## src/rtl/seven_seg_scanner_pkg.sv

```systemverilog
// Shared types, constants and BCD glyph decode for the 7-segment scanner.
// All segment values are active-low {g,f,e,d,c,b,a}.
package seg_pkg;

  localparam logic [6:0] SEG_BLANK = 7'h7F;
  localparam logic [6:0] SEG_DASH  = 7'h3F;
  localparam logic [3:0] AN_OFF    = 4'hF;

  typedef logic [3:0] bcd_t;
  typedef logic [6:0] seg_t;

  typedef enum logic [1:0] {
    DIG0, DIG1, DIG2, DIG3
  } dig_e;

  function automatic seg_t bcd2seg(bcd_t v);
    seg_t s;
    case (v)
      4'd0:    s = 7'h40;
      4'd1:    s = 7'h79;
      4'd2:    s = 7'h24;
      4'd3:    s = 7'h30;
      4'd4:    s = 7'h19;
      4'd5:    s = 7'h12;
      4'd6:    s = 7'h02;
      4'd7:    s = 7'h78;
      4'd8:    s = 7'h00;
      4'd9:    s = 7'h10;
      default: s = SEG_DASH;
    endcase
    return s;
  endfunction

endpackage

```

## src/rtl/seven_seg_scanner_if.sv

```systemverilog
// Display bus between the stopwatch (master) and the scanner (slave).
// Ports: D_Q/BLINK toward the scanner; AN/SEG/DP back to the panel.
interface seven_seg_scanner_if;

  logic [16:1] D_Q;
  logic        BLINK;
  logic [3:0]  AN;
  logic [6:0]  SEG;
  logic        DP;

  modport master (
    output D_Q, BLINK,
    input  AN, SEG, DP
  );

  modport slave (
    input  D_Q, BLINK,
    output AN, SEG, DP
  );

endinterface

```

## src/rtl/seven_seg_scanner_bcd_to_7seg.sv

```systemverilog
// Combinational nibble to active-low glyph decoder.
// Ports: bcd_i nibble in, seg_o {g..a} out (A-F show a dash).
module bcd_to_7seg
  import seg_pkg::*;
(
  input  bcd_t bcd_i,
  output seg_t seg_o
);

  assign seg_o = bcd2seg(bcd_i);

endmodule

```

## src/rtl/seven_seg_scanner.sv

```systemverilog
// 4-digit multiplexed 7-seg driver with per-frame snapshot and colon blink.
// Ports: clk_in, RESET (async high), bus (slave: D_Q,BLINK in; AN,SEG,DP out).
// Option: LEADING_ZERO_BLANK_EN blanks digit3 when its nibble is zero.
module seven_seg_scanner
  import seg_pkg::*;
#(
  parameter int REFRESH_DIV  = 50000,
  parameter int BLINK_FRAMES = 250
) (
  input logic               clk_in,
  input logic               RESET,
  seven_seg_scanner_if.slave bus
);

  localparam int PW = $clog2(REFRESH_DIV);
  localparam int BW = (BLINK_FRAMES > 1) ? $clog2(BLINK_FRAMES) : 1;
  localparam logic [PW-1:0] PRE_MAX = PW'(REFRESH_DIV - 1);
  localparam logic [BW-1:0] BLK_MAX = BW'(BLINK_FRAMES - 1);

  logic [PW-1:0] pre_q, pre_d;
  dig_e          idx_q, idx_d;
  logic [15:0]   shadow_q, shadow_d;
  logic [BW-1:0] blink_q, blink_d;
  logic          colon_q, colon_d;
  logic [3:0]    an_q, an_d;
  seg_t          seg_q, seg_d;
  logic          dp_q, dp_d;

  logic tick;
  logic frame;
  dig_e idx_nxt;
  bcd_t nib;
  seg_t glyph;
  seg_t seg_n;

  assign tick    = (pre_q == PRE_MAX);
  assign frame   = tick && (idx_q == DIG3);
  assign idx_nxt = dig_e'(idx_q + 2'd1);

  // Digit0 reads D_Q directly: the snapshot is taken on this same edge.
  always_comb begin
    nib = shadow_q[3:0];
    unique case (idx_nxt)
      DIG0: nib = bus.D_Q[4:1];
      DIG1: nib = shadow_q[7:4];
      DIG2: nib = shadow_q[11:8];
      DIG3: nib = shadow_q[15:12];
    endcase
  end

  bcd_to_7seg u_dec (
    .bcd_i (nib),
    .seg_o (glyph)
  );

`ifdef LEADING_ZERO_BLANK_EN
  assign seg_n = (idx_nxt == DIG3 && nib == 4'h0) ? SEG_BLANK : glyph;
`else
  assign seg_n = glyph;
`endif

  always_comb begin
    pre_d    = tick ? '0 : pre_q + PW'(1);
    idx_d    = idx_q;
    shadow_d = shadow_q;
    an_d     = an_q;
    seg_d    = seg_q;
    dp_d     = dp_q;
    blink_d  = blink_q;
    colon_d  = colon_q;

    if (tick) begin
      idx_d = idx_nxt;
      an_d  = ~(4'b0001 << idx_nxt);
      seg_d = seg_n;
      dp_d  = ~((idx_nxt == DIG2) && colon_q);
    end

    if (frame) begin
      shadow_d = bus.D_Q;
    end

    if (!bus.BLINK) begin
      blink_d = '0;
      colon_d = 1'b1;
    end else if (frame) begin
      if (blink_q == BLK_MAX) begin
        blink_d = '0;
        colon_d = ~colon_q;
      end else begin
        blink_d = blink_q + BW'(1);
      end
    end
  end

  always_ff @(posedge clk_in or posedge RESET) begin
    if (RESET) begin
      pre_q    <= '0;
      idx_q    <= DIG3;
      shadow_q <= 16'h0000;
      blink_q  <= '0;
      colon_q  <= 1'b1;
      an_q     <= AN_OFF;
      seg_q    <= SEG_BLANK;
      dp_q     <= 1'b1;
    end else begin
      pre_q    <= pre_d;
      idx_q    <= idx_d;
      shadow_q <= shadow_d;
      blink_q  <= blink_d;
      colon_q  <= colon_d;
      an_q     <= an_d;
      seg_q    <= seg_d;
      dp_q     <= dp_d;
    end
  end

  assign bus.AN  = an_q;
  assign bus.SEG = seg_q;
  assign bus.DP  = dp_q;

endmodule

```

## src/flat_wrapper.sv

```systemverilog
// flat-port wrapper written by rule: the top's interface ports become plain ports
module seven_seg_scanner_flat import seg_pkg::*;
#(
  parameter int REFRESH_DIV  = 50000,
  parameter int BLINK_FRAMES = 250
)
  (clk_in, RESET, bus_D_Q, bus_BLINK, bus_AN, bus_SEG, bus_DP);
  seven_seg_scanner_if bus_i ();
  input logic clk_in;
  input logic RESET;
  input wire logic [$bits(bus_i.D_Q)-1:0] bus_D_Q;
  input wire logic [$bits(bus_i.BLINK)-1:0] bus_BLINK;
  output wire logic [$bits(bus_i.AN)-1:0] bus_AN;
  output wire logic [$bits(bus_i.SEG)-1:0] bus_SEG;
  output wire logic [$bits(bus_i.DP)-1:0] bus_DP;
  assign bus_i.D_Q = bus_D_Q;
  assign bus_i.BLINK = bus_BLINK;
  assign bus_AN = bus_i.AN;
  assign bus_SEG = bus_i.SEG;
  assign bus_DP = bus_i.DP;
  seven_seg_scanner #(.REFRESH_DIV(REFRESH_DIV), .BLINK_FRAMES(BLINK_FRAMES)) u_core (.clk_in(clk_in), .RESET(RESET), .bus(bus_i));
endmodule
```

## config.mk

```make
export PLATFORM = sky130hd
export DESIGN_NAME = seven_seg_scanner_flat
export DESIGN_NICKNAME = d
export VERILOG_FILES = /design/src/rtl/seven_seg_scanner_pkg.sv /design/src/rtl/seven_seg_scanner_if.sv /design/src/rtl/seven_seg_scanner_bcd_to_7seg.sv /design/src/rtl/seven_seg_scanner.sv /design/src/flat_wrapper.sv
export SDC_FILE = /design/constraint.sdc
export NUM_CORES = 1
export LEC_CHECK = 0
export ABC_AREA = 0
export CORE_ASPECT_RATIO = 1.2
export CORE_MARGIN = 10
export CORE_UTILIZATION = 68
export DETAILED_ROUTE_END_ITERATION = 8
export DONT_BUFFER_PORTS = 1
export GPL_TIMING_DRIVEN = 0
export PLACE_DENSITY_LB_ADDON = 0.12
export SYNTH_ARGS = -nofsm -noshare
export SYNTH_HDL_FRONTEND = slang
export SYNTH_HIERARCHICAL = 1
export SYNTH_SLANG_ARGS = --single-unit
```

## constraint.sdc

```tcl
create_clock -name clk_in -period 5.9 [get_ports clk_in]
set_input_delay 0.885 -clock clk_in [delete_from_list [all_inputs] [get_ports clk_in]]
set_output_delay 0.885 -clock clk_in [all_outputs]
set_load 0.01 [all_outputs]
```

==> flow_summary.json <==
{
  "placed_area_um2": 2810,
  "first_pass_iters": 8,
  "final-instance-count-excl-fill": 331,
  "slew_headroom": 0.552,
  "synthFlopType": "dfrtp_1",
  "grt_pass1_wl_um": 8580,
  "synth_seq_cells": 51,
  "finalSetupTns_ps": 0,
  "drt_iter0_markers": 104,
  "powerDensity_nw_per_um2": 218,
  "yosysUniqueCellTypes": 56,
  "grt_max_degree": 46,
  "worstPathArrival_ps": 2860,
  "hold_viol_final": 0,
  "worst_clock_skew_ps": 5.34,
  "crit_type": "reg -> reg",
  "pre_cts_slack_ps": 3260,
  "p_leak_nw": 1.32,
  "cts-root-buf": "clkbuf_8",
  "slowest_stage": "mux2i_1",
  "place.gp.congestion": 0.835,
  "cp_top_family": "multiplexers",
  "die_h_um": 89.4,
  "yosysTopAreaCellShare": 0.330,
  "fillCellCount": 280,
  "rsz0062_at_grt": "no",
  "dp_hpwl_um": 3750,
  "ir_drop_uv": 153,
  "yosysSeqAreaShare": 0.475,
  "synth-edff-count": 0,
  "grt_pass1_vias": 1899,
  "cap_violations": 0,
  "core_area_um2": 3910,
  "cts_setup_buffers": 0,
  "async_flop_share": 1.00,
  "hold_path.class": "in -> async",
  "postCtsResizedCells": 0,
  "die_w_um": 77.8,
  "routedWlPerCell_um": 15.5,
  "synthesis.area_um2": 2730,
  "clk_pin_slew_ps": 90,
  "core.rowCount": 25,
  "max_freq_mhz": 382,
  "htree_levels": 2,
  "drv_slew": 0,
  "grt-ovfl-total": 0,
  "ys_warn_count": 6,
  "fin_area_um2": 2950,
  "cp.required_ps": 6150,
  "ios": 31,
  "cp_max_fo": 7,
  "viasPerCell": 5.75,
  "synth_area_leader_cell": "dfrtp_1",
  "critPathLaunchType": "flop",
  "cts_made_buffers": 5,
  "clock_latency_ps": 300,
  "drc": 0,
  "drive_gt1_frac": 0.166,
  "nets": 308,
  "path_buf_inv": 2,
  "multi_input_area_um2": 1310,
  "synth_area_per_cell_um2": 10.2,
  "clock_path_buffers": 2,
  "route.antenna.remaining_nets": 0,
  "track_usage": 0.151,
  "finalSetupViolCount": 0,
  "path_cells": "ha_1 -> buf_1 -> mux2i_1 -> inv_1 -> ha_1 -> or2b_1 -> a31oi_1 -> mux2_2",
  "vias": 1903,
  "cts_tree": "yes",
  "regArea_um2": 1290,
  "die_area_um2": 6950,
  "synth.area.top_cells": "dfrtp_1 33%, dfstp_2 14%, nand2_1 7.0%",
  "final.setup.worst_slack_ps": 3280,
  "initial_core_util": 0.697,
  "antenna_found_initial": 0,
  "hold_buffers": 0,
  "min_period_ps": 2620,
  "post-route-period-util": 0.443,
  "synthesis.nets": 300,
  "area_growth_pct": 8.21,
  "io_buffers": 0,
  "dp.cells": 323,
  "critPathCaptureType": "flop",
  "drt-total-wl_um": 5120,
  "worst_pin_slew_ps": 654,
  "max_stage_delay_ps": 610,
  "cpMostUsedCell": "ha_1",
  "synthCells": 268,
  "diodes": 0,
  "run_status": "finished, final reports clean",
  "clock-sinks": 51
}
## where the power goes
| part | internal, W | switching (W) |
|---|---|---|
| Combinational | 0.00000246 | 0.00000809 |
| Clock | 0.000169 | 0.000113 |
| Sequential | 0.000350 | 0.0000000000000000000692 |
| Total | 0.000521 | 0.000121 |
## per-layer routing
layer	routed length (um)	GRT usage
met5	0	0
met4	50	0.0432
met3	260	0.0443
met2	2520	0.260
met1	2290	0.180
## layout by cell type, fill, tap and decap left out, types with 4 or more instances in the layout
cell	synthesis	final
clkbuf_8	0	5
nor2_1	15	15
ha_1	13	13
mux2_2	6	6
or3_1	4	4
nand4_1	5	5
dfstp_2	15	15
a21oi_1	7	7
nand2_1	51	51
xor2_1	7	7
xnor2_1	7	7
clkbuf_1	4	4
inv_1	15	14
nand3_1	11	11
and4_1	5	5
o21ai_0	4	4
dfrtp_1	36	36
a222oi_1	4	4
mux2i_1	6	6
## final timing paths
kind                               startpoint            endpoint  slack (ps)  cells after the start
setup / recovery              u_core/idx_q[0]   u_core/bus.SEG[4]        3280                      8
hold reg to reg            u_core/shadow_q[5]  u_core/shadow_q[5]         480                      2
hold / removal                          RESET   u_core/blink_q[5]         360                      1
max in group asynchronous               RESET       u_core/bus.DP        5000                      2
min in group clk_in        u_core/shadow_q[5]  u_core/shadow_q[5]         480                      2
setup reg to reg              u_core/idx_q[0]   u_core/bus.SEG[4]        3280                      8
## metrics by stage
stage / hold slack, ps / util / total power (W)
after floorplan: 438 / - / 0.000363
after global placement: 448 / 0.715 / 0.000365
after detailed placement: 456 / 0.720 / 0.000367
after CTS: 355 / 0.755 / 0.000650
after global routing: 343 / 0.755 / 0.000666
final: 362 / 0.755 / 0.000643
## logic make-up (layout without fill, tap and decap cells)
group,after synthesis,in the layout,share of synthesized area
flip-flops,51,51,0.475
AO/OA/AOI/OAI,34,34,0.0849
AND/OR/NAND/NOR,116,116,0.235
multiplexers,14,14,0.0551
XOR/XNOR,14,14,0.0450
adder cells (fa/ha/maj),13,13,0.0597
buffers and inverters,26,35,0.0454
## synthesized netlist by cell type, drive strengths merged, types with 2 or more instances
master	number
inv	15
dfstp	15
or3b	2
nor2	15
a21oi	7
a21o	2
xor2	7
mux2i	6
or3	4
and3	3
mux2	8
o21ai	7
xnor2	7
or2	2
a222oi	4
nand3	11
nand2	51
a21boi	2
and4	5
a31oi	2
o22ai	2
dfrtp	36
and4bb	2
ha	13
clkbuf	4
a22oi	2
nand4	7
and2b	2
buf	7
## sequential cells by signal, summed over array words and instances, names as in the netlist
name,flops
u_core/blink_q,8
u_core/bus.AN,4
u_core/pre_q,16
u_core/idx_q,2
u_core/colon_q,1
u_core/shadow_q,12
u_core/bus.DP,1
u_core/bus.SEG,7
## cell type report
type	instances	area share
clock inverter	3	0.0229
timing repair buffer	1	0.00679
inverter	15	0.0191
multi-input combinational	191	0.443
clock buffer	5	0.0233
tap	54	0.0229
buffer	11	0.0229
sequential	51	0.439
Power figures use the tool's default switching activity.
